===== config.mk =====
export PLATFORM = sky130hd
export DESIGN_NAME = mac_accumulator_4b
export DESIGN_NICKNAME = d
export VERILOG_FILES = /design/src/rtl/mac_accumulator_4b_pkg.sv /design/src/rtl/arr_multiplier_4b.sv /design/src/rtl/mac_accumulator_4b.sv
export SDC_FILE = /design/constraint.sdc
export NUM_CORES = 1
export LEC_CHECK = 0
export BUFFER_PORTS_ARGS = -buffer_cell sky130_fd_sc_hd__buf_2
export CAP_MARGIN = 20
export CORE_ASPECT_RATIO = 0.7
export CORE_MARGIN = 3
export CORE_UTILIZATION = 64
export CTS_BUF_LIST = sky130_fd_sc_hd__clkbuf_4
export DETAILED_ROUTE_END_ITERATION = 10
export PLACE_DENSITY = 0.87
export SYNTH_ARGS = -nofsm -noshare
export SYNTH_HDL_FRONTEND = slang
export SYNTH_SLANG_ARGS = --single-unit
export TNS_END_PERCENT = 30

===== constraint.sdc =====
create_clock -name Clk -period 4.05 [get_ports Clk]
set_input_delay 0.2025 -clock Clk [delete_from_list [all_inputs] [get_ports Clk]]
set_output_delay 0.2025 -clock Clk [all_outputs]
set_load 0.005 [all_outputs]

===== src/rtl/mac_accumulator_4b_pkg.sv =====
// mac_accumulator_4b_pkg: shared widths, FSM encoding and saturating add for the MAC stage
package mac_accumulator_4b_pkg;
  localparam int OP_WIDTH = 4;
  localparam int PROD_WIDTH = 8;
  typedef enum logic [1:0] {IDLE = 2'd0, ACCUM = 2'd1, DONE = 2'd2} state_t;
  // Returns {overflow, value}; value clamps to max when the sum exceeds it.
  function automatic logic [32:0] sat_add(input logic [31:0] acc, input logic [PROD_WIDTH-1:0] prod,
                                          input logic [31:0] max);
    logic [32:0] sum;
    sum = {1'b0, acc} + 33'(prod);
    return (sum > {1'b0, max}) ? {1'b1, max} : sum;
  endfunction
endpackage


===== src/rtl/arr_multiplier_4b.sv =====
// arr_multiplier_4b: combinational 4x4 unsigned array multiplier; Prod is forced to zero while Reset is low
module arr_multiplier_4b
  import mac_accumulator_4b_pkg::*;
(
  input  logic [OP_WIDTH-1:0]   A,
  input  logic [OP_WIDTH-1:0]   B,
  input  logic                  Reset,
  output logic [PROD_WIDTH-1:0] Prod
);
  logic [PROD_WIDTH-1:0] row [OP_WIDTH+1];
  assign row[0] = '0;
  for (genvar i = 0; i < OP_WIDTH; i++) begin : g_row
    assign row[i+1] = row[i] + (PROD_WIDTH'(A & {OP_WIDTH{B[i]}}) << i);
  end
  assign Prod = Reset ? row[OP_WIDTH] : '0;
endmodule


===== src/rtl/mac_accumulator_4b.sv =====
// mac_accumulator_4b: two-stage pipelined multiply feeding a saturating dot-product accumulator
module mac_accumulator_4b
  import mac_accumulator_4b_pkg::*;
#(
  parameter int ACC_WIDTH = 16,
  parameter int LEN = 8
) (
  input  logic                 Clk,
  input  logic                 Reset,
  input  logic                 Clear,
  input  logic                 InValid,
  output logic                 InReady,
  input  logic [OP_WIDTH-1:0]  InA,
  input  logic [OP_WIDTH-1:0]  InB,
  output logic                 OutValid,
  input  logic                 OutReady,
  output logic [ACC_WIDTH-1:0] OutAcc,
  output logic                 Overflow
);
  localparam int CW = $clog2(LEN + 1);
  localparam logic [CW-1:0] LEN_C = CW'(LEN);
  localparam logic [ACC_WIDTH-1:0] ACC_MAX = '1;
  state_t state, next_state;
  logic [CW-1:0] accept_cnt, accum_cnt;
  logic [OP_WIDTH-1:0] op_a, op_b;
  logic [PROD_WIDTH-1:0] prod, prod_r;
  logic [ACC_WIDTH-1:0] acc;
  logic [32:0] sum;
  logic op_valid, prod_valid, ovf, accept, out_fire, last;
  assign accept = InValid & InReady;
  assign out_fire = OutValid & OutReady;
  assign last = prod_valid && (accum_cnt + CW'(1) == LEN_C);
  assign sum = sat_add(32'(acc), prod_r, 32'(ACC_MAX));
  arr_multiplier_4b u_mul (.A(op_a), .B(op_b), .Reset(1'b1), .Prod(prod));
  always_ff @(posedge Clk)
    if (Reset) state <= IDLE;
    else state <= next_state;
  always_comb
    next_state = Clear ? IDLE
      : (state == IDLE && accept) ? ACCUM
      : (state == ACCUM && last) ? DONE
      : (state == DONE && OutReady) ? IDLE
      : state;
  always_comb begin
    OutValid = state == DONE;
    InReady = state != DONE && accept_cnt < LEN_C;
    OutAcc = acc;
    Overflow = ovf;
  end
  // Bubbles flow through op_valid/prod_valid so only real products are counted.
  always_ff @(posedge Clk) begin
    if (Reset) begin
      op_a <= '0;
      op_b <= '0;
      op_valid <= 1'b0;
      prod_r <= '0;
      prod_valid <= 1'b0;
      acc <= '0;
      ovf <= 1'b0;
      accept_cnt <= '0;
      accum_cnt <= '0;
    end else if (Clear || out_fire) begin
      op_valid <= 1'b0;
      prod_valid <= 1'b0;
      acc <= '0;
      ovf <= 1'b0;
      accept_cnt <= '0;
      accum_cnt <= '0;
    end else begin
      op_valid <= accept;
      if (accept) begin
        op_a <= InA;
        op_b <= InB;
        accept_cnt <= accept_cnt + CW'(1);
      end
      prod_valid <= op_valid;
      prod_r <= prod;
      if (prod_valid) begin
        acc <= ACC_WIDTH'(sum);
        ovf <= ovf | sum[32];
        accum_cnt <= accum_cnt + CW'(1);
      end
    end
  end
endmodule

==> results.py, run 1 <==
metrics = {
    "final_layout": {
        "fin_util_pct": 75.5,
        "nets": 349,
        "antenna_cells": 0,
        "drive_above_1_share_pct": 14.5,
        "area_growth_pct": 9.38,
    },
    "timing": {
        "rsz0062_at_grt": "false",
        "finalClockSkew_ns": 0.00679,
        "slew_headroom_pct": 25.2,
        "layout_min_cycle_time_ns": 2.92,
        "holdWs_ns": 0.0614,
        "fmax_mhz": 343,
        "slew_viol_final": 0,
        "tightest_slew_ns": 1.12,
        "finalHoldViolCount": 0,
        "layout_setup_ws_ns": 1.13,
        "finalSetupViolCount": 0,
        "fin_setup_tns_ns": 0,
        "period_share_pct": 72.0,
    },
    "clock_network": {
        "clk_latency_ns": 0.36,
        "numCtsBuffers": 5,
        "clock_path_buffers": 2,
        "ctsResizeCount": 0,
        "cts_tree": "done",
        "path_clk_slew_ns": 0.13,
        "hold_buffers": 0,
        "numClockSinks": 45,
        "cts_root_buf": "clkbuf_4",
        "post-cts-setup-buffer-count": 0,
        "htreeDepth": 2,
    },
    "route": {
        "antenna_left": 0,
        "via_count": 2044,
        "drt_first_pass_iters": 4,
        "viasPerCell": 5.68,
        "drt_wl_total_mm": 4.87,
        "drc": 0,
        "wl_per_cell_um": 13.5,
        "drt_iter0_markers": 107,
    },
    "worst_hold_path": {
        "hold_path_end": "state[0]$_SDFFE_PP0P_",
        "holdCritStartpoint": "Clear",
        "holdPathStages": 2,
        "min_path_type": "primary input to register",
    },
    "floorplanning": {
        "die_y_um": 58.7,
        "row_count": 18,
        "die_w_um": 81.2,
        "dieArea_mm2": 0.00476,
        "io_pins": 32,
        "core_mm2": 0.00367,
        "initial_utilization_pct": 69.1,
    },
    "logic_synthesis": {
        "synth_xor_area_share_pct": 5.18,
        "ys.flop_type": "dfxtp_1",
        "synthesis.nets": 321,
        "synthMuxAreaShare_pct": 2.76,
        "synthSimpleGateAreaFrac_pct": 18.5,
        "synth_compound_area_share_pct": 19.4,
        "synthTopCellsByCount": "dfxtp_1, nand2_1, a21oi_1",
        "synth.most_common_cell": "dfxtp_1",
        "seq_area_frac_synth_pct": 35.5,
        "yosysTopAreaCellShare_pct": 35.5,
        "ys_warn_count": 0,
        "synth_area_leaders": "dfxtp_1, ha_1, a21oi_1",
        "synth_area_per_cell_um2": 9.02,
        "ys_ff_latch": 45,
        "synth_cell_type_count": 43,
        "synth-edff-count": 0,
        "synth_top_family_by_area": "compound AO/OA/AOI/OAI gates",
        "synthArstFlopShare_pct": 0,
        "syn_inst": 281,
        "yosysTopAreaCell": "dfxtp_1",
        "synthAdderAreaFrac_pct": 15.1,
        "synth.cell_area_mm2": 0.00253,
    },
    "global_routing": {
        "grt-ovfl-total": 0,
        "antenna_found_initial": 0,
        "grt_pass1_vias": 1825,
        "grt_max_degree": 21,
        "track_usage_pct": 22.2,
        "grt_pass1_wl_mm": 8.18,
    },
    "critical_path": {
        "reg2regPathDepth": 9,
        "ff2ff_setup_slack_ns": 1.13,
        "worstSetupPathType": "register to register",
        "rr_endpoint": "prod_r[7]$_SDFFE_PP0N_",
        "cp-end-kind": "register",
        "arrival_ns": 3.14,
        "crit_path_start_kind": "register",
        "crit_fanout": 5,
        "worstPathRequired_ns": 4.27,
        "reg2reg_from": "op_a[1]$_SDFFE_PP0P_",
    },
    "power": {
        "peakVddDrop_v": 0.000238,
        "power_mw": 0.730,
        "powerDensity_mw_per_mm2": 263,
        "p_leak_nw": 1.22,
    },
    "placed_design": {
        "post-dp-hpwl_mm": 3.73,
        "routabilityCongestion": 0.897,
        "io_buffer_count": 31,
        "pre_cts_ws_ns": 1.14,
    },
    "job": {
        "maxCapViolations": 0,
    },
    "run_status": {
        "outcome": "complete, no violations",
    },
}
final cells by class:
| type | instances | area [um^2] |
|---|---|---|
| tap | 50 | 62.6 |
| fill | 286 | 898 |
| sequential | 45 | 901 |
| timing repair buffer | 33 | 170 |
| inverter | 9 | 33.8 |
| multi-input combinational | 215 | 1550 |
| clock buffer | 6 | 45.0 |
| clock inverter | 2 | 15.0 |
flip-flops by register name, indices dropped and copies added, names as in the netlist:
| register | flops |
|---|---|
| OutAcc | 16 |
| Overflow | 1 |
| accept_cnt | 4 |
| accum_cnt | 4 |
| op_a | 4 |
| op_b | 4 |
| op_valid | 1 |
| prod_r | 8 |
| prod_valid | 1 |
| state | 2 |
how the worst max path moves through the flow:
stage	from	end	slack, ns	depth (start not counted)
2_1_floorplan	op_a[1]$_SDFFE_PP0P_	prod_r[7]$_SDFFE_PP0N_	1.32	9
3_3_place_gp	op_a[1]$_SDFFE_PP0P_	prod_r[7]$_SDFFE_PP0N_	1.21	9
3_5_place_dp	op_a[1]$_SDFFE_PP0P_	prod_r[7]$_SDFFE_PP0N_	1.14	9
4_1_cts	op_a[1]$_SDFFE_PP0P_	prod_r[7]$_SDFFE_PP0N_	1.13	9
5_1_grt	op_a[1]$_SDFFE_PP0P_	prod_r[7]$_SDFFE_PP0N_	1.00	9
6_report	op_a[1]$_SDFFE_PP0P_	prod_r[7]$_SDFFE_PP0N_	1.13	9
routing by layer:
layer,vias up,track usage [%],wire [um]
met5,-,0,0
met2,37,34.0,2180
met3,6,5.50,219
met4,0,5.06,29
li1,1041,-,-
met1,960,31.8,2440
cells in the final DEF, fill, tap and decap left out, drive strengths merged, types with 2 or more instances in the layout:
master / n
and2: 17
a41oi: 3
nor3: 4
nor2: 22
o221a: 4
a21o: 6
nand2: 36
o21ai: 6
ha: 21
clkbuf: 6
nand2b: 2
a21oi: 28
nor2b: 3
dfxtp: 45
nor3b: 2
xnor2: 8
buf: 33
mux2i: 7
clkinvlp: 2
a311oi: 2
fa: 6
inv: 9
xor2: 7
a31oi: 6
nand4: 3
and4: 2
a211oi: 7
cells by family (layout without fill, tap and decap cells):
family,after synthesis,count (layout)
and+or+nand+nor,95,95
DFF,45,45
buffers and inverters,21,50
muxes,7,7
adders and majority gates,27,27
AOI/OAI and AO/OA,71,71
xor gates and xnor gates,15,15
metrics by stage:
step                instances  cell area (um^2)
finish                    360              2770
floorplan                 281              2530
global route              360              2770
detailed placement        352              2710
CTS                       360              2770
global placement          352              2710
worst max-delay path, stage by stage, from the launching register on:
cell     delay [ns]
dfxtp_1        0.36
and2_1         0.18
fa_1           0.50
fa_1           0.48
ha_1           0.24
fa_1           0.42
a21o_1         0.18
a21oi_1        0.18
xor2_1         0.16
a21oi_1        0.08
power breakdown:
part	total (mW)	internal, mW	switching [mW]
Combinational	0.0492	0.0203	0.0289
Clock	0.223	0.0746	0.148
Sequential	0.458	0.451	0.00717
Total	0.730	0.546	0.185
No activity file was read; power rests on OpenSTA's default activity.
==> run 2, diff against run 1 <==
--- a/config.mk
+++ b/config.mk
@@ -9,10 +9,10 @@
 export CAP_MARGIN = 20
 export CORE_ASPECT_RATIO = 0.7
 export CORE_MARGIN = 3
-export CORE_UTILIZATION = 64
+export CORE_UTILIZATION = 54
 export CTS_BUF_LIST = sky130_fd_sc_hd__clkbuf_4
 export DETAILED_ROUTE_END_ITERATION = 10
-export PLACE_DENSITY = 0.87
+export PLACE_DENSITY = 0.78
 export SYNTH_ARGS = -nofsm -noshare
 export SYNTH_HDL_FRONTEND = slang
 export SYNTH_SLANG_ARGS = --single-unit
==> constraint.sdc (replaced) <==
create_clock -name Clk -period 2.4 [get_ports Clk]
set_input_delay 0.12 -clock Clk [delete_from_list [all_inputs] [get_ports Clk]]
set_output_delay 0.12 -clock Clk [all_outputs]
set_load 0.005 [all_outputs]
==> results.py, run 2 (same netlist as run 1, synthesis figures left out) <==
metrics = {
    "run_status": {
        "outcome": "finished, violations left",
        "failed_checks": "setup timing",
    },
    "clock_network": {
        "cts_tree": "done",
        "path_clk_slew_ns": 0.13,
        "numCtsBuffers": 5,
        "numClockSinks": 45,
        "clk_latency_ns": 0.37,
        "cts_root_buf": "clkbuf_4",
        "clock_path_buffers": 2,
        "htreeDepth": 2,
    },
    "final_layout": {
        "final_cell_mix": "dfxtp_1, nand2_1, buf_2",
        "drive_above_1_share_pct": 22.3,
        "area_growth_pct": 19.0,
        "layout_commonest_cell": "dfxtp_1",
        "antenna_cells": 0,
        "nets": 371,
        "largest_reg_flops": 16,
    },
    "power": {
        "p_leak_nw": 1.32,
        "powerDensity_mw_per_mm2": 416,
        "power_mw": 1.25,
        "p_switching_mw": 0.315,
        "p_seq_share_pct": 61.6,
        "netSwitchingFraction_pct": 25.1,
        "pwr-share-comb_pct": 8.5,
        "p_int_mw": 0.939,
        "peakVddDrop_v": 0.000301,
        "clkPwrFrac_pct": 29.9,
    },
    "global_routing": {
        "grt_max_degree": 21,
        "grt_pass1_wl_mm": 9.16,
        "grt-ovfl-total": 0,
        "grt_pass1_vias": 2002,
        "antenna_found_initial": 0,
        "track_usage_pct": 20.7,
    },
    "floorplanning": {
        "die_y_um": 63.3,
        "row_count": 20,
        "dieArea_mm2": 0.00557,
        "io_pins": 32,
        "initial_utilization_pct": 57.2,
        "die_w_um": 87.9,
        "core_mm2": 0.00443,
    },
    "critical_path": {
        "reg2reg_from": "op_b[3]$_SDFFE_PP0P_",
        "rr_endpoint": "prod_r[7]$_SDFFE_PP0N_",
        "arrival_ns": 2.90,
        "worstPathRequired_ns": 2.67,
        "critPathMaxStageDelay_ns": 0.54,
        "cp-end-kind": "register",
        "path_common_cell": "fa_1",
        "reg2regPathDepth": 9,
        "ff2ff_setup_slack_ns": -0.24,
        "crit_path_end": "prod_r[7]$_SDFFE_PP0N_",
        "crit_slowest_cell": "fa_1",
        "worstSetupPathType": "register to register",
        "crit_fanout": 2,
        "startpoint": "op_b[3]$_SDFFE_PP0P_",
        "crit_path_start_kind": "register",
        "cp_cell_sequence": "and2_4 -> fa_1 -> fa_1 -> ha_2 -> fa_2 -> a21o_1 -> a21oi_2 -> xor2_1 -> a21oi_1",
    },
    "timing": {
        "slew_headroom_pct": 57.5,
        "finalSetupViolCount": 3,
        "rsz0062_at_grt": "true",
        "period_share_pct": 110,
        "finalClockSkew_ns": 0.00380,
        "fmax_mhz": 379,
        "layout_setup_ws_ns": -0.236,
        "finalHoldViolCount": 0,
        "slew_viol_final": 0,
        "layout_min_cycle_time_ns": 2.64,
        "tightest_slew_ns": 0.638,
    },
    "placed_design": {
        "post-dp-hpwl_mm": 3.83,
        "pre_cts_ws_ns": -0.231,
        "io_buffer_count": 31,
        "routabilityCongestion": 0.858,
    },
    "route": {
        "viasPerCell": 5.58,
        "drt_iter0_markers": 135,
        "drt_wl_total_mm": 5.35,
        "wl_per_cell_um": 13.8,
        "antenna_left": 0,
        "via_count": 2158,
        "drt_first_pass_iters": 4,
        "drc": 0,
    },
    "job": {
        "maxCapViolations": 0,
    },
    "worst_hold_path": {
        "min_path_type": "primary input to register",
    },
}
-- run 2: cell types whose count changed in the layout (fill, tap and decap cells not counted), moves of 2 or more --
cell,previous run,this run
ha_2,0,2
a21oi_2,0,2
dfxtp_1,45,38
and2_4,0,3
a21oi_1,28,26
ha_1,21,19
and2_1,17,14
dfxtp_2,0,7
buf_4,2,14
dlygate4sd3_1,0,9
-- run 2: cell type report --
cell class	count	area, um^2
flip-flops and latches	45	910
fillers	345	1410
repair buffers	55	362
inverters	9	33.8
clock buffers	6	45.0
well taps	55	68.8
clock inverters	2	15.0
multi-input cells	215	1580
-- run 2: critical path: cells and delay by family, from the launching register on --
family | cells | cell delay [ns]
adder cells (fa/ha/maj) | 4 | 1.49
AO/OA/AOI/OAI | 3 | 0.40
flip-flops | 1 | 0.34
XOR/XNOR | 1 | 0.16
AND/OR/NAND/NOR | 1 | 0.15
-- run 2: per-layer routing --
metal  vias to the layer above  GRT usage, %  routed length (um)
met5                         -             0                   0
met4                         0          7.09                  79
met3                         7          4.44                 261
met2                        45          30.8                2390
met1                      1006          29.5                2610
li1                       1100             -                   -
-- run 2: power groups by stage --
stage          clock network (mW)  registers, mW  logic [mW]
3_5_place_dp                    0          0.788      0.0930
2_1_floorplan                   0          0.786      0.0598
3_3_place_gp                    0          0.788      0.0908
4_1_cts                     0.385          0.772       0.104
6_report                    0.374          0.773       0.107
5_1_grt                     0.417          0.776       0.119
-- run 2: how the worst min path moves through the flow --
stage	startpoint	cells after the start	endpoint
after floorplan	Clear	1	state[0]$_SDFFE_PP0P_
after global placement	Clear	2	state[0]$_SDFFE_PP0P_
after detailed placement	Clear	2	state[0]$_SDFFE_PP0P_
after CTS	Reset	2	op_valid$_SDFF_PP0_
after global routing	Reset	2	prod_r[3]$_SDFFE_PP0N_
final	Reset	2	op_valid$_SDFF_PP0_
-- run 2: per-stage QoR --
step,hold slack [ns],std cells,utilization (%),TNS [ns],cell area (um^2)
5_1_grt,0.142,387,68.1,-0.863,3020
3_3_place_gp,0.353,368,63.4,-0.286,2810
2_1_floorplan,0.198,281,-,-0.188,2540
6_report,0.138,387,68.1,-0.520,3020
3_5_place_dp,0.366,368,63.4,-0.370,2810
4_1_cts,0.124,385,66.9,-0.391,2970
-- run 2: timing repair --
action                                  4_1_cts  5_1_grt
hold buffers                                  9        0
setup buffers                                 0        2
pin swaps                                     2        2
endpoints found under the hold margin        10        0
endpoints found under the setup margin        4       12
resized for setup                             3       12
==> run 3, diff against run 2 <==
--- a/config.mk
+++ b/config.mk
@@ -9,10 +9,12 @@
 export CAP_MARGIN = 20
 export CORE_ASPECT_RATIO = 0.7
 export CORE_MARGIN = 3
-export CORE_UTILIZATION = 54
+export CORE_UTILIZATION = 60
 export CTS_BUF_LIST = sky130_fd_sc_hd__clkbuf_4
 export DETAILED_ROUTE_END_ITERATION = 10
-export PLACE_DENSITY = 0.78
+export MAX_ROUTING_LAYER = met4
+export PLACE_DENSITY = 0.82
+export SETUP_SLACK_MARGIN = 0.2
 export SYNTH_ARGS = -nofsm -noshare
 export SYNTH_HDL_FRONTEND = slang
 export SYNTH_SLANG_ARGS = --single-unit
==> constraint.sdc (replaced) <==
create_clock -name Clk -period 2.5 [get_ports Clk]
set_input_delay 0.125 -clock Clk [delete_from_list [all_inputs] [get_ports Clk]]
set_output_delay 0.125 -clock Clk [all_outputs]
set_load 0.005 [all_outputs]
==> results.py, run 3 (same netlist as run 1, synthesis figures left out) <==
metrics = {
    "final_layout": {
        "antenna_cells": 0,
        "largest_reg_flops": 16,
        "area_growth_pct": 21.7,
        "layout_commonest_cell": "dfxtp_1",
        "fin_util_pct": 77.3,
        "design_area_mm2": 0.00309,
        "drive_above_1_share_pct": 24.0,
        "regArea_um2": 912,
        "final_cells": 386,
        "nFillCells": 266,
        "multi_input_area_mm2": 0.00161,
        "nets": 373,
        "final_cell_mix": "dfxtp_1, nand2_1, buf_2",
    },
    "route": {
        "drc": 0,
        "antenna_left": 0,
        "viasPerCell": 5.89,
        "drt_iter0_markers": 145,
        "wl_per_cell_um": 15.8,
        "drt_wl_total_mm": 6.11,
        "via_count": 2274,
        "drt_first_pass_iters": 4,
    },
    "timing": {
        "finalClockSkew_ns": 0.0129,
        "layout_min_cycle_time_ns": 2.68,
        "holdWs_ns": 0.0370,
        "slew_viol_final": 0,
        "period_share_pct": 107,
        "layout_setup_ws_ns": -0.183,
        "tightest_slew_ns": 0.658,
        "finalSetupViolCount": 3,
        "fmax_mhz": 373,
        "rsz0062_at_grt": "true",
        "slew_headroom_pct": 56.1,
        "fin_setup_tns_ns": -0.369,
        "finalHoldViolCount": 0,
    },
    "clock_network": {
        "htreeDepth": 2,
        "cts_root_buf": "clkbuf_4",
        "path_clk_slew_ns": 0.15,
        "numCtsBuffers": 5,
        "cts_tree": "done",
        "clock_path_buffers": 2,
        "numClockSinks": 45,
        "clk_latency_ns": 0.37,
    },
    "worst_hold_path": {
        "min_path_type": "primary input to register",
    },
    "critical_path": {
        "worstSetupPathType": "register to register",
        "cp-end-kind": "register",
        "arrival_ns": 2.98,
        "crit_path_start_kind": "register",
        "worstPathRequired_ns": 2.80,
        "crit_fanout": 2,
    },
    "floorplanning": {
        "io_pins": 32,
        "dieArea_mm2": 0.00505,
        "die_y_um": 60.4,
        "die_w_um": 83.7,
        "row_count": 19,
        "core_mm2": 0.00399,
        "initial_utilization_pct": 63.5,
    },
    "placed_design": {
        "io_buffer_count": 31,
        "dp.cells": 364,
        "placed_area_mm2": 0.00280,
        "post-dp-hpwl_mm": 3.86,
        "routabilityCongestion": 0.923,
    },
    "power": {
        "p_leak_nw": 1.36,
        "peakVddDrop_v": 0.000326,
        "powerDensity_mw_per_mm2": 431,
    },
    "global_routing": {
        "track_usage_pct": 25.1,
        "grt-ovfl-total": 0,
        "grt_pass1_vias": 2129,
        "grt_pass1_wl_mm": 9.76,
        "antenna_found_initial": 0,
        "grt_max_degree": 21,
    },
    "run_status": {
        "outcome": "finished, violations left",
        "failed_checks": "setup timing",
    },
    "job": {
        "maxCapViolations": 0,
    },
}
-- run 3: metrics by stage --
step	power (mW)	setup slack (ns)
floorplan	0.812	-0.0877
global placement	0.844	-0.138
detailed placement	0.846	-0.199
CTS	1.33	-0.218
global route	1.38	-0.310
finish	1.33	-0.183
-- run 3: area by class of cell --
| class | count | area share (%) |
|---|---|---|
| flip-flops and latches | 45 | 29.6 |
| well taps | 52 | 2.11 |
| repair buffers | 57 | 12.2 |
| clock buffers | 5 | 1.22 |
| multi-input cells | 215 | 52.3 |
| clock inverters | 3 | 1.54 |
| inverters | 9 | 1.09 |
-- run 3: power by group --
group	total, mW	internal (mW)	switching [mW]
sequential	0.741	0.730	0.0107
clock	0.478	0.218	0.260
combinational	0.111	0.0529	0.0577
total	1.33	1.00	0.328
-- run 3: worst paths after layout --
check                                            from                endpoint  slack [ns]  depth (start not counted)
worst max register to register   op_b[3]$_SDFFE_PP0P_  prod_r[5]$_SDFFE_PP0N_       -0.18                          9
worst min register to register  Overflow$_SDFFE_PP0P_   Overflow$_SDFFE_PP0P_        0.48                          2
worst max-delay path             op_b[3]$_SDFFE_PP0P_  prod_r[5]$_SDFFE_PP0N_       -0.18                          9
worst min-delay path                            Clear   state[1]$_SDFFE_PP0P_        0.04                          2
-- run 3: worst max-delay path, stage by stage, from the launching register on --
cell	delay, ns
dfxtp_2	0.35
and2_4	0.15
fa_1	0.56
fa_1	0.42
ha_2	0.20
fa_2	0.34
buf_4	0.14
buf_6	0.11
xnor2_2	0.13
a211oi_2	0.20
-- run 3: what timing repair did --
item,in CTS,in global routing
pin swaps,9,5
hold buffers,9,0
resized for setup,15,5
endpoints found under the hold margin,9,0
setup buffers,3,1
setup endpoints to repair,10,10
-- run 3: layer usage --
metal	routed length (um)	up-vias	track usage [%]
li1	-	1098	-
met1	2750	1086	31.6
met2	2900	79	41.0
met3	381	11	6.11
met4	82	0	7.11
met5	0	-	-
